===== config.mk =====
export PLATFORM = sky130hd
export DESIGN_NAME = handshake_fifo
export DESIGN_NICKNAME = d
export VERILOG_FILES = /design/src/rtl/handshake_fifo.sv
export SDC_FILE = /design/constraint.sdc
export NUM_CORES = 1
export LEC_CHECK = 0
export CAP_MARGIN = 20
export CELL_PAD_IN_SITES_DETAIL_PLACEMENT = 1
export CELL_PAD_IN_SITES_GLOBAL_PLACEMENT = 2
export CORE_ASPECT_RATIO = 1.4
export CORE_MARGIN = 8
export CORE_UTILIZATION = 42
export DETAILED_ROUTE_END_ITERATION = 8
export PLACE_DENSITY = 0.76
export SLEW_MARGIN = 15
export SYNTH_ARGS = -nofsm -noshare
export SYNTH_HDL_FRONTEND = slang
export SYNTH_SLANG_ARGS = --single-unit

===== constraint.sdc =====
create_clock -name clk -period 2.8 [get_ports clk]
set_input_delay 0.56 -clock clk [delete_from_list [all_inputs] [get_ports clk]]
set_output_delay 0.56 -clock clk [all_outputs]
set_load 0.01 [all_outputs]

===== src/rtl/handshake_fifo.sv =====
// handshake_fifo: valid/ready FIFO with registered occupancy and almost-full.
// Outputs come from state only; flush and rst clear occupancy, not storage.
module handshake_fifo #(
  parameter int WIDTH     = 32,
  parameter int DEPTH     = 4,
  parameter int AFULL_LVL = DEPTH - 1
) (
  input  logic                       clk,
  input  logic                       rst,
  input  logic                       flush,
  input  logic                       in_valid,
  output logic                       in_ready,
  input  logic [WIDTH-1:0]           in_data,
  output logic                       out_valid,
  input  logic                       out_ready,
  output logic [WIDTH-1:0]           out_data,
  output logic [$clog2(DEPTH+1)-1:0] count,
  output logic                       afull
);

  localparam int AW = $clog2(DEPTH);
  localparam int CW = $clog2(DEPTH + 1);
  localparam logic [CW-1:0] FULLC = CW'(DEPTH);
  localparam logic [CW-1:0] AFC   = CW'(AFULL_LVL);

  logic [WIDTH-1:0] mem [DEPTH];
  logic [AW-1:0]    wptr;
  logic [AW-1:0]    rptr;
  logic [CW-1:0]    cnt_q;
  logic [CW-1:0]    cnt_d;
  logic             af_q;
  logic             rdy_en;
  logic             push;
  logic             pop;

  // rdy_en holds in_ready low until the first edge after reset release
  assign in_ready  = rdy_en & (cnt_q != FULLC) & ~flush;
  assign out_valid = (cnt_q != '0);
  assign out_data  = mem[rptr];
  assign count     = cnt_q;
  assign afull     = af_q;

  assign push = in_valid & in_ready;
  assign pop  = out_valid & out_ready & ~flush;

  always_comb begin
    cnt_d = cnt_q;
    unique case (1'b1)
      flush:       cnt_d = '0;
      push & ~pop: cnt_d = cnt_q + CW'(1);
      pop & ~push: cnt_d = cnt_q - CW'(1);
      default:     cnt_d = cnt_q;
    endcase
  end

  always_ff @(posedge clk or negedge rst) begin
    if (!rst) begin
      wptr   <= '0;
      rptr   <= '0;
      cnt_q  <= '0;
      af_q   <= 1'b0;
      rdy_en <= 1'b0;
    end else begin
      rdy_en <= 1'b1;
      cnt_q  <= cnt_d;
      af_q   <= (cnt_d >= AFC);
      if (flush) begin
        wptr <= '0;
        rptr <= '0;
      end else begin
        if (push) wptr <= wptr + AW'(1);
        if (pop)  rptr <= rptr + AW'(1);
      end
    end
  end

  always_ff @(posedge clk) begin
    if (push) mem[wptr] <= in_data;
  end

endmodule


After elaboration in Yosys (flattened, before gate mapping)
Memory sizes are Yosys's and may differ from the RTL's.
Index checks and enable logic that the tools add are counted.
Widths: inputs -> output; s select.
Word-level totals
  bits in registers: 9
  logic and storage cells: 32
  output and inout port bits: 38
  input port bits: 37
  RAM bits: 128
  memories: 1
Memories
  mem: words 4, bits a word 32, rd ports 1, clocked after memory_dff 0, write ports 1, line 26  | logic [WIDTH-1:0] mem [DEPTH];
Cells by class
  bitwise gates (word level): 10
  $lt $le $gt $ge: 1
  reduce and logical (&&, ||, !) cells: 3
  equality and inequality tests: 1
  add/sub/neg operators: 4
  multiplexer cells: 7
Operators by type and width (count)
  $pmux 3 s3: 1
  $mux 2: 4
  $and 1x1->1: 7
  $add 2x1->2 const B: 2
  $reduce_bool 2->1: 2
  $add 3x1->3 const B: 1
  $ge 3x2->1 const B: 1
  $ne 3x3->1 const B: 1
  $not 1->1: 3
  $reduce_bool 3->1: 1
  $sub 3x1->3 const B: 1
  $mux 1: 2

Longest topological paths before layout
  depth after elaboration: 8
  gate-level depth with buffers: 8
  gate-level depth less buffers: 8

Worst setup path before layout
Ideal clock, no wire load.
  path type: input port to flip-flop
  from: in flush
  to: reg af_q (netlist: afull)
  path slack: 0.480 ns
  data required time: 2.731 ns
  buffers on the path: 0
  arrival: 2.251 ns
  stages on the path: 8
  setup time: 0.069 ns
  path through: nand2b_4 a211oi_4 inv_1 ha_1 fa_1 inv_1 o32a_2 nand3_1
Between the ends
  cells in the longest elaborated chain, start to end: 7
  elaborated cells between the ends (all ways): 10
  classes of those cells: order compare (1); mux (1); bitwise (8)
Ends and longest elaborated chain
  start: declaration: line 10  | input logic flush,
  $not 1->1: line 37, 44
  $and 1x1->1: line 37  | assign in_ready = rdy_en & (cnt_q != FULLC) & ~flush;
  $and 1x1->1: line 43  | assign push = in_valid & in_ready;
  $not 1->1: line 51  | pop & ~push: cnt_d = cnt_q - CW'(1);
  $and 1x1->1: line 51
  $pmux 3 s3 *: line 48  | unique case (1'b1)
  $ge 3x2->1 *: line 66  | af_q <= (cnt_d >= AFC);
  end signal: assignment: line 66
  end: declaration: line 31  | logic af_q;
Mark *: on every way between the ends. The rest lies on a longest branch, timed or not.
A chain may end at the register's enable or synchronous reset.

Worst setup path after layout
  from: reg rptr[0]
  to: out out_data[23]
Between the ends
  cells in the longest elaborated chain, start to end: 1
Ends and longest elaborated chain
  start: declaration: line 28  | logic [AW-1:0] rptr;
  start signal: assignment: line 72  | if (pop) rptr <= rptr + AW'(1);
  $mem_v2 4x32
  end: declaration: line 16  | output logic [WIDTH-1:0] out_data,
Every way passes these cells.

==> results.md <==
- The warning count from the yosys run is 0.
- Setup repair after global routing left no endpoint under its margin.
- The most common cell after layout, fill and taps aside is sky130_fd_sc_hd__edfxtp_1.
- The sequential cell area fraction in the yosys report is 0.773.
- The sum of negative setup slack is 0 ns.
- The number of setup violations in the final report is 0.
- The gate family responsible for the most delay along the worst path is buffers and inverters.
- The tightest min-delay check is of the input port to asynchronous set/reset pin type.
- The count of clock tree sinks is around 140.
- The flow ran to the end, and the final reports show no timing, DRC or antenna violations.
- The count of port buffers added during placement is 74.
- After global routing the overflow that remains totals 0.
- The highest clock frequency the design can meet is 0.366 GHz.
- The minimum setup slack after placement is approximately 0.013 ns.
- The global-route wire length before repair is between 15000 and 20000 µm.
- The horizontal extent of the die is about 110 µm.
- The number of DRC markers in iteration 0 is 79.
- The arrival time reported for the critical path endpoint is between 2 and 2.5 ns.
- The mapped netlist covers about 5300 µm².
- The clock tree from TritonCTS is yes.
- Using the TritonRoute via totals, the vias-per-cell ratio works out to ~5.2.
- The initial antenna violation count is 0.
- The multi-input gate area in the final layout is ~1100 µm².
- The placed wire-length estimate after detailed placement is 6500 µm.
- For this block, the routed nets add up to between 10000 and 15000 µm of wire.
- The internal power is 4.56 mW.
- The total via count after detailed routing is 2510.
- The number of clock buffers added by TritonCTS is 17.
- The number of max-cap violations is 0.
- Clock-pin slew was measured on the worst setup and hold paths at 0.06 ns.
- The area of the die is roughly 16000 µm².
- Counting flops and latches in the post-synthesis netlist gives 137.
- The cell with the largest stage delay on the worst path is sky130_fd_sc_hd__mux4_1.
- The synthesized design contains 128 enable-type register cells.
- The count of buffer and inverter cells on the critical path is 2.
- By area the synthesized netlist is led by sky130_fd_sc_hd__edfxtp_1, sky130_fd_sc_hd__mux4_1, sky130_fd_sc_hd__mux4_2.
- STA classifies the critical path startpoint as a flop.
- The switching component of the power is 1.34 mW.
- The clock period could shrink to 2.73 ns.
- 75 I/O pins were placed.
- Along the worst path, the maximum fanout reaches 11.
- In the post-route analysis, the smallest setup slack over all paths is 0.0689 ns.
- Of the post-synthesis cell area, the dominant cell type holds 0.730.
- The net count of the finished layout is 365.
- In the layout the commonest cells are sky130_fd_sc_hd__edfxtp_1, sky130_fd_sc_hd__clkdlybuf4s50_1, sky130_fd_sc_hd__clkbuf_16, sky130_fd_sc_hd__mux4_2, sky130_fd_sc_hd__mux4_1.
- Of the total power, registers draw 0.404.
- The count of endpoints failing hold in the final timing report was 0.
- Across every metal layer, demand over resource in global routing totals 0.130.
- Of the available clock period, the critical path in the final layout requires 0.975.
- In this run the standard cell core region covers 12300 µm².
- At the end of routability-driven placement, the weighted congestion stood at 0.682.
- The relative contribution of the clock network to total power is 0.408.
- The largest total area in the synthesized netlist belongs to sky130_fd_sc_hd__edfxtp_1.
- On the final layout, the worst clock skew is 0.00775 ns.
- The count of nets left with antenna violations once routing finished came out at 0.
- The share of flip-flops with an asynchronous set or reset is 0.0657.
- The largest net degree at the start of global routing is 33.
- The number of rows in the core area is 48.
- The switching fraction of total power is 0.228.
- The cell sitting at the root of the clock tree is a sky130_fd_sc_hd__clkbuf_16.
- The antenna cell count is 0.
- The standby leakage power is 2.36 nW.
- In the final routed layout, each cell accounts on average for 21.3 µm.
- The maximum clock insertion buffer count is 2.
- For this run, the slowest stage of the critical path takes about 0.59 ns.
- The post-synthesis cell type count is 33.
- The number of search-and-repair iterations in the first detailed-routing pass is 4.
- The signal on the critical path passes through buf_8 -> mux4_1 -> clkdlybuf4s50_1.
- Among all flip-flop cells after synthesis, the most frequent one is sky130_fd_sc_hd__edfxtp_1.
- The gate count of the mapped netlist is 222.
- The synthesized netlist net count is ~270.
- The critical path capture point type is a primary output.
- For this configuration, the core starts out at a cell density of 0.427.
- The critical setup path kind is flop to primary output.
- Across the VDD grid, the largest voltage drop is 0.437 mV.
- The average instance in the mapped netlist occupies 23.7 µm².
- The portion of total power attributed to combinational logic is 0.188.
- After filler insertion, the fill cell instance count of the layout stands at 1064.
- The fraction of layout cells with a size suffix above 1 is 0.224.
- The worst path required time is 2.24 ns.
- The number of pins exceeding their max-slew limit in the final report is 0.
- The floorplan step set the die height to 148 µm.
- In this run the number of H-tree levels came out at 4.
- In this run, post-CTS hold repair placed 0 buffers.
- The register area is 4070 µm².
- The count of unresolved DRC violations after routing is 0.
- The via count of the first global-routing pass came to 2813.
- In this run the power density over the cells is 846 nW/µm².
- The clock insertion delay at the later pin of the skew report is approximately 0.40 ns.
- The area growth from synthesis to layout is 32.5%.
==> state kept, by name, indices dropped and copies added (netlist names) <==
register,cells
afull,1
count,3
mem,128
rdy_en,1
rptr,2
wptr,2
==> repair_timing <==
| item | CTS | global route |
|---|---|---|
| setup endpoints to repair | 5 | 7 |
| gates resized for setup | 2 | 1 |
| setup buffers | 0 | 2 |
| cloned | 0 | 1 |
==> Yosys cell counts, types with 2 or more instances <==
library cell,instances
sky130_fd_sc_hd__edfxtp_1,128
sky130_fd_sc_hd__mux4_1,16
sky130_fd_sc_hd__mux4_2,16
sky130_fd_sc_hd__dfrtp_1,9
sky130_fd_sc_hd__inv_1,7
sky130_fd_sc_hd__ha_1,5
sky130_fd_sc_hd__and2_2,4
sky130_fd_sc_hd__buf_6,4
sky130_fd_sc_hd__nor2_1,4
sky130_fd_sc_hd__buf_2,3
sky130_fd_sc_hd__o21ai_0,2
sky130_fd_sc_hd__or3_1,2
sky130_fd_sc_hd__xor2_1,2
==> metal layers <==
metal	routed length [µm]	vias up	part of all wire	track usage
li1	-	1131	-	-
met1	4150	1317	0.40	0.135
met2	5640	51	0.55	0.234
met3	383	11	0.037	0.0367
met4	168	0	0.016	0.0637
met5	0	-	0	0
==> stage by stage <==
| stage | instance area (µm²) | total power [mW] | hold slack, ns | instances | utilization |
|---|---|---|---|---|---|
| 6_report | 6970 | 5.90 | 0.460 | 485 | 0.566 |
| 5_1_grt | 6970 | 6.11 | 0.492 | 485 | 0.566 |
| 4_1_cts | 6920 | 5.91 | 0.470 | 482 | 0.562 |
| 3_5_place_dp | 6270 | 3.49 | 0.546 | 450 | 0.509 |
| 3_3_place_gp | 6270 | 3.47 | 0.546 | 450 | 0.509 |
| 2_1_floorplan | 5260 | 2.97 | 0.264 | 222 | - |
==> kinds of logic after synthesis <==
kind of cell / share of synthesized area
AOI/OAI and AO/OA: 0.0131
xor gates and xnor gates: 0.00499
adders and majority gates: 0.0157
buffers and inverters: 0.0171
muxes: 0.153
DFF: 0.773
other: 0.000713
and+or+nand+nor: 0.0221
==> power by group through the flow <==
| stage | Sequential [mW] | Clock [mW] | Combinational, mW |
|---|---|---|---|
| 2_1_floorplan | 2.41 | 0 | 0.565 |
| 3_3_place_gp | 2.42 | 0 | 1.05 |
| 3_5_place_dp | 2.42 | 0 | 1.07 |
| 4_1_cts | 2.39 | 2.45 | 1.08 |
| 5_1_grt | 2.40 | 2.52 | 1.19 |
| 6_report | 2.39 | 2.41 | 1.11 |
==> final timing paths <==
check / cells after the start / from / to / slack (ns)
setup / recovery: 3 / rptr[0]$_DFFE_PN0P_ / out_data[23] / 0.07
hold / removal: 1 / rst / rdy_en$_DFF_PN0_ / 0.46
setup reg to reg: 8 / count[0]$_DFF_PN0_ / afull$_DFF_PN0_ / 0.52
hold reg to reg: 1 / wptr[0]$_DFFE_PN0P_ / wptr[0]$_DFFE_PN0P_ / 0.55
max in group asynchronous: 1 / rst / rptr[0]$_DFFE_PN0P_ / 2.02
min in group clk: 1 / wptr[0]$_DFFE_PN0P_ / wptr[0]$_DFFE_PN0P_ / 0.55
==> cell type report <==
type | instances | share of cell area
clock buffers | 17 | 0.0610
clock inverters | 15 | 0.0321
multi-input cells | 70 | 0.158
flip-flops and latches | 137 | 0.584
well taps | 150 | 0.0269
repair buffers | 89 | 0.135
inverters | 7 | 0.00377
==> worst register-to-register path: cells and delay by family, from the launching register on <==
family / cells / cell delay (ns)
simple gates: 2 / 0.18
flops: 1 / 0.54
buf+inv: 2 / 0.12
compound gates: 2 / 0.64
fa+ha+maj: 2 / 0.73
No activity file was read; power rests on OpenSTA's default activity.
